**src/rtl/accel_task_loader.sv**
```systemverilog
// Streams initial entries into the InexRecur/state regfiles, then runs the accelerator until done.
// Optional ACC_LOADER_CLEAR_EN: zero-fill the unused tail of both regfiles before the run.
module accel_task_loader #(
    parameter int DEPTH = 4096,
    parameter int AW    = 12
) (
    input  logic          clk,
    input  logic          rst_n,
    input  logic          load_req,
    input  logic          s_valid,
    output logic          s_ready,
    input  logic [31:0]   s_inexrecur,
    input  logic [17:0]   s_state,
    input  logic          s_last,
    input  logic          acc_done,
    output logic          ran_we_InexRecur,
    output logic [AW-1:0] ran_w_addr_InexRecur,
    output logic [31:0]   ran_w_data_InexRecur,
    output logic          ran_we_state_external,
    output logic [AW-1:0] ran_w_addr_state_external,
    output logic [17:0]   ran_w_data_state_external,
    output logic          is_start,
    output logic          busy,
    output logic [AW:0]   entry_cnt,
    output logic          load_done,
    output logic          err_overflow
);

    typedef enum logic [2:0] {
        S_IDLE,
        S_LOAD,
        S_CLEAR,
        S_RUN,
        S_DONE
    } state_t;

    localparam logic [AW:0] FULL_CNT = (AW+1)'(DEPTH);

    state_t        state;
    state_t        state_nxt;
    logic          fin;
    logic [AW:0]   cnt;
    logic          ovf_r;
    logic          we_r;
    logic [AW-1:0] addr_r;
    logic [31:0]   ir_r;
    logic [17:0]   st_r;
    logic          is_start_r;
    logic          full;
    logic          ready_c;
    logic          accept;
    logic          overflow_hit;
`ifdef ACC_LOADER_CLEAR_EN
    logic [AW:0]   clr_addr;
    logic          clr_active;
`endif

    always_ff @(posedge clk or negedge rst_n) begin
        if (!rst_n) begin
            state <= S_IDLE;
        end else begin
            state <= state_nxt;
        end
    end

    always_comb begin
        state_nxt    = state;
        full         = (cnt == FULL_CNT);
        ready_c      = (state == S_LOAD) && !fin && !full;
        accept       = s_valid && ready_c;
        overflow_hit = (state == S_LOAD) && !fin && full && s_valid;
        case (state)
            S_IDLE: begin
                if (load_req) begin
                    state_nxt = S_LOAD;
                end
            end
            S_LOAD: begin
                // fin is registered, so the final beat's write has already been presented
                if (fin) begin
`ifdef ACC_LOADER_CLEAR_EN
                    state_nxt = full ? S_RUN : S_CLEAR;
`else
                    state_nxt = S_RUN;
`endif
                end
            end
            S_CLEAR: begin
`ifdef ACC_LOADER_CLEAR_EN
                if (clr_addr == FULL_CNT) begin
                    state_nxt = S_RUN;
                end
`else
                state_nxt = S_RUN;
`endif
            end
            S_RUN: begin
                if (acc_done) begin
                    state_nxt = S_DONE;
                end
            end
            S_DONE: begin
                state_nxt = S_IDLE;
            end
            default: begin
                state_nxt = S_IDLE;
            end
        endcase
    end

`ifdef ACC_LOADER_CLEAR_EN
    always_comb begin
        clr_active = (state == S_CLEAR) && (clr_addr != FULL_CNT);
    end
`endif

    always_ff @(posedge clk or negedge rst_n) begin
        if (!rst_n) begin
            fin        <= 1'b0;
            cnt        <= '0;
            ovf_r      <= 1'b0;
            we_r       <= 1'b0;
            addr_r     <= '0;
            ir_r       <= '0;
            st_r       <= '0;
            is_start_r <= 1'b0;
`ifdef ACC_LOADER_CLEAR_EN
            clr_addr   <= '0;
`endif
        end else begin
            we_r       <= 1'b0;
            is_start_r <= (state == S_RUN) && (state_nxt == S_RUN);
            if ((state == S_IDLE) && load_req) begin
                cnt   <= '0;
                ovf_r <= 1'b0;
                fin   <= 1'b0;
            end
            if (accept) begin
                we_r   <= 1'b1;
                addr_r <= cnt[AW-1:0];
                ir_r   <= s_inexrecur;
                st_r   <= s_state;
                cnt    <= cnt + (AW+1)'(1);
                if (s_last) begin
                    fin <= 1'b1;
                end
            end
            if (overflow_hit) begin
                ovf_r <= 1'b1;
                fin   <= 1'b1;
            end
`ifdef ACC_LOADER_CLEAR_EN
            if ((state == S_LOAD) && (state_nxt == S_CLEAR)) begin
                clr_addr <= cnt;
            end
            if (clr_active) begin
                we_r     <= 1'b1;
                addr_r   <= clr_addr[AW-1:0];
                ir_r     <= '0;
                st_r     <= '0;
                clr_addr <= clr_addr + (AW+1)'(1);
            end
`endif
        end
    end

    assign s_ready                   = ready_c;
    assign ran_we_InexRecur          = we_r;
    assign ran_w_addr_InexRecur      = addr_r;
    assign ran_w_data_InexRecur      = ir_r;
    assign ran_we_state_external     = we_r;
    assign ran_w_addr_state_external = addr_r;
    assign ran_w_data_state_external = st_r;
    assign is_start                  = is_start_r;
    assign busy                      = (state != S_IDLE);
    assign entry_cnt                 = cnt;
    assign load_done                 = (state == S_DONE);
    assign err_overflow              = ovf_r;

endmodule

```
**config.mk**
```make
export PLATFORM = sky130hd
export DESIGN_NAME = accel_task_loader
export DESIGN_NICKNAME = d
export VERILOG_FILES = /design/src/rtl/accel_task_loader.sv
export SDC_FILE = /design/constraint.sdc
export NUM_CORES = 1
export LEC_CHECK = 0
export ABC_CLOCK_PERIOD_IN_PS = 3370
export CAP_MARGIN = 20
export CORE_MARGIN = 8
export CORE_UTILIZATION = 45
export DETAILED_ROUTE_END_ITERATION = 10
export PLACE_DENSITY = 0.9
export SKIP_LAST_GASP = 1
export SLEW_MARGIN = 10
export SYNTH_ARGS = -nofsm -noshare
export SYNTH_HDL_FRONTEND = slang
export SYNTH_SLANG_ARGS = --single-unit
```
**constraint.sdc**
```tcl
create_clock -name clk -period 3.37 [get_ports clk]
set_input_delay 0.5055 -clock clk [delete_from_list [all_inputs] [get_ports clk]]
set_output_delay 0.5055 -clock clk [all_outputs]
set_load 0.05 [all_outputs]
```
==> metrics.txt <==
num rows 32; FF+latch count, synth 82; Async S/R FF share, synth between 90% and 100%; Power Density between 1000 and 1500 nW/um^2; Setup Crit Path Kind reg -> out; Starting Density 45.62%; Worst Path Max Fanout 5; synthesized net count 310; register area share after synthesis between 50% and 60%; core area ~7600 sq um; Slew HR between 50% and 60%; Final Critical Period ~3.2 ns; vias in the first global route 2785; share of layout cells above drive strength 1 between 10% and 20%; worst vdd ir about 0.58 mV; largest area contributor in the synthesized netlist dfrtp_1; Tcrit/Tclk final approximately 95%; Worst path max stage delay 0.72 ns; commonest non-fill, non-tap cell in the layout clkdlybuf4s50_1; FF/Latch Area ~2100 sq um; area share of the largest cell type after synthesis roughly three fifths; actual slew at the worst max-slew pin between 0.6 and 0.7 ns; clock transition at the registers of the reported paths about 0.08 ns; total track usage 16.25%; Critical Path RT roughly 2.9 ns; maximum clock insertion buffer count 2; clock skew ~0.013 ns; multi-input logic area about 1200 sq um; Fin. Hold Viols 0; most frequent cells in the layout clkdlybuf4s50_1, dfrtp_1, mux2_2, mux2_1, nand2_1; f_max a little over 300 MHz; Die Wd about 100 um; Post-route DRC 0; first-pass GRT wire length around 14000 um; gpl congestion approximately 0.85; Yosys warning total 0; static leakage around 2.2 nW; CTS buffer count 9; status completed; PortBufs 149; Starting DRT DRC Count between 100 and 150; vias per std cell 5.122; Buf/Inv on CP 2; setup tns final 0 ns; n_diodes 0; CTS Root Cell clkbuf_8; Routed WL 8818 um; Mapped Cells around 250; htree depth 3; Worst Setup Start Kind flip-flop; Mean Syn Cell Area around 14 sq um; Worst path slowest cell clkdlybuf4s50_1; clk sink count between 80 and 90; number of I/O pins 150; top post-synthesis cells by area dfrtp_1, mux2_2, mux2_1, buf_4, nand3_1; P&R area growth vs syn 49.91%; RSZ-0062 raised after global routing false; Fillers 541; HP Class in -> async; Post-CTS Setup Bufs 0; delay-heaviest family, CP simple AND/OR/NAND/NOR gates; number of max-cap violations 0; Final WS setup around 0.16 ns; Top FF cell, synth dfrtp_1; CP Cell Sequence inv_1, ha_1, or4b_1, nor3_1, nor2_1, clkdlybuf4s50_1; CTS tree built; CP endpoint kind output pin; final setup fails 0; 1st-pass router iterations 4; WP data arrival 2.70 ns; Routed wire per std cell 17.64 um; pre-CTS WS between 0.5 and 0.6 ns; unique cell type count in the Yosys netlist between 40 and 50; hold_buf cts 0; Routed Antenna Nets 0; via count of the routed design 2561; post-CTS sizing 0; worst-skew pair later-pin latency 0.34 ns; Final Max Tran Viols 0; post-DP HPWL between 6000 and 7000 um; GR Overflow Total 0; Post-Syn Area approximately 3500 sq um; initial antenna violation count 0; EDFF count, synth 0; full die area approximately 11000 sq um; final net count approximately 450; Die H between 100 and 150 um; largest net degree at the start of global routing 83
[state kept, by name, indices dropped and copies added, names as in the netlist]
name                       cells
entry_cnt                     13
err_overflow                   1
fin                            1
is_start                       1
ran_w_addr_InexRecur          12
ran_w_data_InexRecur          32
ran_w_data_state_external     18
ran_we_InexRecur               1
state                          3
[synthesized netlist by cell type, types with 2 or more instances]
| cell | number |
|---|---|
| buf_4 | 15 |
| mux2_2 | 34 |
| nor3_1 | 4 |
| buf_6 | 4 |
| nor3b_1 | 2 |
| nor2_1 | 6 |
| dfrtp_1 | 82 |
| buf_2 | 2 |
| inv_1 | 6 |
| a32o_1 | 2 |
| xnor2_1 | 2 |
| mux2_1 | 24 |
| a21oi_1 | 2 |
| ha_1 | 2 |
| nand3_1 | 13 |
| nand2_1 | 14 |
| nand4_1 | 3 |
| o21ai_0 | 7 |
| mux2i_1 | 4 |
| or4b_1 | 2 |
| or4_1 | 2 |
[final timing paths]
check / from / endpoint / slack (ns) / cells after the start
max in group asynchronous: rst_n / entry_cnt[10] / 2.65 / 2
worst min register to register: ran_w_data_InexRecur[11] / ran_w_data_InexRecur[11] / 0.49 / 1
worst max register to register: entry_cnt[1] / ran_w_data_state_external[3] / 0.77 / 6
worst max-delay path: entry_cnt[1] / s_ready / 0.16 / 6
worst min-delay path: rst_n / ran_w_data_InexRecur[8] / 0.12 / 1
min in group clk: ran_w_data_InexRecur[11] / ran_w_data_InexRecur[11] / 0.49 / 1
[stage by stage]
| step | hold WS [ns] | power (mW) | cell area (sq um) | util (%) | std cells |
|---|---|---|---|---|---|
| floorplan | 0.2099 | 3.572 | 3452 | - | 252 |
| CTS | 0.3776 | 5.321 | 5155 | 68.12 | 499 |
| global route | 0.1442 | 5.500 | 5175 | 68.39 | 500 |
| finish | 0.1236 | 5.259 | 5175 | 68.39 | 500 |
| detailed placement | 0.4806 | 4.585 | 4951 | 65.43 | 484 |
| global placement | 0.4724 | 4.512 | 4951 | 65.43 | 484 |
[layout make-up]
class | count | area share, %
flip-flops and latches | 82 | 39.65
well taps | 102 | 2.466
repair buffers | 155 | 30.37
clock inverters | 2 | 0.6770
clock buffers | 13 | 3.264
inverters | 6 | 0.4352
multi-input cells | 140 | 23.14
[cell families after synthesis]
logic type | Yosys count | synth area share, %
adders and majority gates | 2 | 0.7248
AOI/OAI and AO/OA | 18 | 4.060
buffers and inverters | 30 | 5.871
DFF | 82 | 59.44
and+or+nand+nor | 56 | 9.315
xor gates and xnor gates | 2 | 0.5075
muxes | 62 | 20.08
[routing by layer]
| metal | wire, um | part of all wire [%] | vias to the layer above | global-route usage, % |
|---|---|---|---|---|
| li1 | - | - | 1163 | - |
| met1 | 3425 | 39 | 1280 | 17.65 |
| met2 | 4511 | 51 | 103 | 27.91 |
| met3 | 738 | 8.4 | 15 | 6.320 |
| met4 | 142 | 1.6 | 0 | 6.191 |
| met5 | 0 | 0 | - | 0 |
[where the power goes]
part           switching (mW)  total, mW  internal [mW]
combinational            1.88       2.96           1.08
clock                   0.332      0.731          0.399
sequential              0.214       1.57           1.35
total                    2.43       5.26           2.83
No activity file was read; power rests on OpenSTA's default activity.
==> edit 1 (config.mk and constraints unchanged) <==
Re-encode `state_t` (5 states) as one-hot, 5 bits wide.
--- a/src/rtl/accel_task_loader.sv
+++ b/src/rtl/accel_task_loader.sv
@@ -28,8 +28,8 @@
 
-    typedef enum logic [2:0] {
-        S_IDLE,
-        S_LOAD,
-        S_CLEAR,
-        S_RUN,
-        S_DONE
+    typedef enum logic [4:0] {
+        S_IDLE  = 5'b00001,
+        S_LOAD  = 5'b00010,
+        S_CLEAR = 5'b00100,
+        S_RUN   = 5'b01000,
+        S_DONE  = 5'b10000
     } state_t;
Check against the original RTL: same outputs for any inputs over 10 cycles, from zero or initial values and one cycle with rst_n low; not proved beyond that.
==> edit 1 against the original RTL <==
Area after synthesis rose by 11%; worst hold slack improved by 0.017 ns; power fell by 14%; critical endpoint unchanged; routed wire length rose by 11%; highest routed layer unchanged; worst setup slack improved by 0.39 ns; largest cell class unchanged; final area rose by 5.6%; sequential cell count rose by 2; fmax rose by 14%.
==> edit 1: results (changes against the original RTL) <==
- Routed vias: 2689 (+5.0%)
- Sequential area share after synthesis: 0.547 (-0.0472)
- Syn Nets: 329 (+6.1%)
- Layout cells sized above 1: 0.204 (+0.0582)
- Synth cell types: 42 (+2.4%)
- Diodes inserted: 0 (unchanged)
- Post-DP HPWL: 7.24 mm (+8.4%)
- Largest cells by area after synthesis: dfrtp_1, mux2_4, buf_12
- Pleak: 2.41 nW (+8.4%)
- Max FFs per register: 32 (unchanged)
- Maximum number of pins on one net before global-route repair: 85 (+2.4%)
- Commonest cells in the netlist: dfrtp_1, mux2_4, buf_4
- Total global-route track usage: 0.164 (+0.00160)
- Worst-path fanout max: 7 (+2)
- Post-Route WL: 9.80 mm (+11%)
- First-pass GRT wire length: 15.1 mm (+5.5%)
- WP data arrival: 2.31 ns (-0.39 ns)
- Vias in the first global route: 2826 (+1.5%)
- 1st-iter DRT viols: 118 (-16%)
- Setup Skew: 0.0107 ns (-0.00215 ns)
- Routability cong.: 0.828 (-2.7%)
- Worst IR drop on VDD: 0.520 mV (-9.8%)
- Slew HR: 0.551 (-0.0293)
- Final worst-path cycle share: 0.835 (-0.117)
- Status: finished, final reports clean
- Slowest stage delay, CP: 0.69 ns (-0.03 ns)
- Fill cells: 620 (+15%)
- Hold Path Class: input port to async pin
- Nets: 465 (+2.9%)
-- edit 1: cell count changes after synthesis, sizes merged, moves of 4 or more --
cell,change
o21ai,+6
and3,+4
nand2b,+5
nand3,-6
-- edit 1: power breakdown --
group,total (W),internal [W],switching [W]
Combinational,0.00225,0.000895,0.00135
Sequential,0.00149,0.00130,0.000191
Clock,0.000799,0.000423,0.000376
Total,0.00454,0.00261,0.00192
-- edit 1: final timing paths --
| path | startpoint | to | slack [ns] | cells past startpoint |
|---|---|---|---|---|
| setup reg to reg | entry_cnt[9]$_DFFE_PN0P_ | ran_w_data_InexRecur[8]$_DFFE_PN0P_ | 0.89 | 6 |
| min in group clk | ran_w_data_InexRecur[24]$_DFFE_PN0P_ | ran_w_data_InexRecur[24]$_DFFE_PN0P_ | 0.52 | 1 |
| max in group asynchronous | rst_n | state[0]$_DFF_PN1_ | 2.56 | 2 |
| hold reg to reg | ran_w_data_InexRecur[24]$_DFFE_PN0P_ | ran_w_data_InexRecur[24]$_DFFE_PN0P_ | 0.52 | 1 |
| hold / removal | rst_n | ran_w_addr_InexRecur[7]$_DFFE_PN0P_ | 0.14 | 1 |
| setup / recovery | entry_cnt[9]$_DFFE_PN0P_ | s_ready | 0.56 | 4 |
-- edit 1: worst max-delay path: cells and delay by family, from the launching register on --
kind,cells,cell delay [ns]
buffers and inverters,1,0.69
flip-flops,1,0.46
AND/OR/NAND/NOR,3,0.82
-- edit 1: logic make-up (layout without fill, tap and decap cells) --
group                    Yosys count  after routing  share of synthesized area
other                              1              1                   0.000976
AO/OA/AOI/OAI                     34             34                     0.0576
multiplexers                      62             62                      0.227
buffers and inverters             34            175                     0.0749
AND/OR/NAND/NOR                   52             52                     0.0811
flip-flops                        84             84                      0.547
XOR/XNOR                           2              2                    0.00456
adder cells (fa/ha/maj)            2              2                    0.00651
-- edit 1: layout make-up --
type	count	area [µm²]	share of cell area
flip-flops and latches	84	2100	0.385
clock inverters	7	98.8	0.0181
repair buffers	151	1520	0.278
well taps	105	131	0.0240
multi-input cells	153	1450	0.266
inverters	8	37.5	0.00687
clock buffers	9	124	0.0227
-- edit 1: through the flow --
stage,hold slack (ns),cells,cell area [µm²],worst slack [ns]
floorplan,0.210,271,3840,0.579
global placement,0.487,500,5220,0.975
detailed placement,0.496,500,5220,0.904
CTS,0.370,516,5440,0.540
global route,0.173,517,5460,0.421
finish,0.140,517,5460,0.556
-- edit 1: layer usage --
layer	wire, µm	global-route usage	part of all wire
met1	4000	0.196	0.41
met2	4940	0.272	0.50
met3	695	0.0565	0.071
met4	169	0.0528	0.017
met5	0	0	0
==> edit 2 (config.mk and constraints unchanged) <==
Made on the original files. Set the parameter `AW` to 14 (it was 12).
--- a/src/rtl/accel_task_loader.sv
+++ b/src/rtl/accel_task_loader.sv
@@ -4,3 +4,3 @@
     parameter int DEPTH = 4096,
-    parameter int AW    = 12
+    parameter int AW    = 14
 ) (
Interface: changed (resized entry_cnt, ran_w_addr_InexRecur and ran_w_addr_state_external); port bits go from 150 to 156. No check against the original RTL was run, so the function may have changed too.
==> edit 2 against the original RTL <==
Via count increased by 4.6%; area after synthesis is 5.5% higher; worst setup slack better by 0.26 ns; sequential cell count up 4; power up 0.29%; final area grew 4.1%; routed wire length rose by 7.2%; utilization down 1.2 points; sequential power grew 4%.
==> edit 2: results (changes against the original RTL) <==
- Status: finished, final reports clean
- Setup Skew: 0.0107 ns (-0.00216 ns)
- Vias in the first global route: 2791 (+0.22%)
- PD cells: 979 nW/µm² (-3.6%)
- Commonest cells in the netlist: dfrtp_1, mux2_1, buf_4
- Dpl cell area: 5160 µm² (+4.2%)
- Cells after synthesis: 263 (+4.4%)
- Reg-to-Reg End: ran_w_data_InexRecur[29]$_DFFE_PN0P_
- Synth Area in Adders: 0.00687 (-0.000376)
- Max FFs per register: 32 (unchanged)
- Non-filler instance count after layout: 514 (+2.8%)
- Critical Path Start: entry_cnt[0]$_DFFE_PN0P_
- Synth async-reset ratio: 1.00 (unchanged)
- Cell family with most CP delay: buffers and inverters
- Post-synthesis mux area share: 0.209 (+0.00779)
- Nets: 463 (+2.4%)
- Int Power: 0.00281 W (-0.66%)
- Post-Route WL: 9.45 mm (+7.2%)
- IO buf count: 155 (+4.0%)
- Routability cong.: 0.857 (+0.67%)
- Routed vias: 2680 (+4.6%)
- Worst IR drop on VDD: 0.480 mV (-17%)
- Worst-path fanout max: 8 (+3)
- Cells on worst reg2reg path: 6 (unchanged)
- Synth cell types: 42 (+2.4%)
- RR Startpoint: state[2]$_DFF_PN0_
- Layout cells sized above 1: 0.105 (-0.0406)
- Maximum number of pins on one net before global-route repair: 87 (+4.8%)
- 1st-iter DRT viols: 77 (-45%)
- # placed instances: 498 (+2.9%)
- Seq pwr share: 0.310 (+0.012)
- Sequential area share after synthesis: 0.591 (-0.00335)
- Pre-CTS setup slack: 0.851 ns (+0.345 ns)
- Largest cells by area after synthesis: dfrtp_1, mux2_1, mux2_2
- Worst-margin pin slew: 0.574 ns (-0.0538 ns)
- Synth Area in XOR/XNOR: 0.00241 (-0.00267)
- YS warnings: 0 (unchanged)
- Final hold slack: 0.0942 ns (-0.0294 ns)
- Post-DP HPWL: 7.02 mm (+5.1%)
- WP data arrival: 2.44 ns (-0.26 ns)
- Pleak: 2.26 nW (+1.8%)
- Reg-to-reg setup timing slack: 1.03 ns (+0.26 ns)
- Total global-route track usage: 0.167 (+0.00401)
## edit 2: cell types whose count changed after synthesis, sizes merged, moves of 2 or more
| cell | unedited run | this run |
|---|---|---|
| mux2 | 58 | 63 |
| o211ai | 1 | 4 |
| nor4b | 1 | 3 |
| or4 | 2 | 0 |
| buf | 22 | 26 |
| nand2 | 14 | 16 |
| nand3 | 13 | 3 |
| nor4 | 1 | 3 |
| dfrtp | 82 | 86 |
| nor2 | 6 | 4 |
| o31ai | 0 | 3 |
| o311ai | 3 | 1 |
| nor3 | 4 | 2 |
## edit 2: layout make-up
type	instances	area (µm²)
clock inverters	3	43.8
repair buffers	158	1600
well taps	105	131
multi-input cells	144	1280
inverters	6	22.5
clock buffers	12	155
fillers	574	2630
flip-flops and latches	86	2150
## edit 2: layer usage
metal / track usage / vias to the layer above / part of all wire
met5: 0 / - / 0
met4: 0.0633 / 0 / 0.014
met3: 0.0551 / 9 / 0.087
met2: 0.268 / 117 / 0.48
met1: 0.204 / 1339 / 0.42
li1: - / 1215 / -
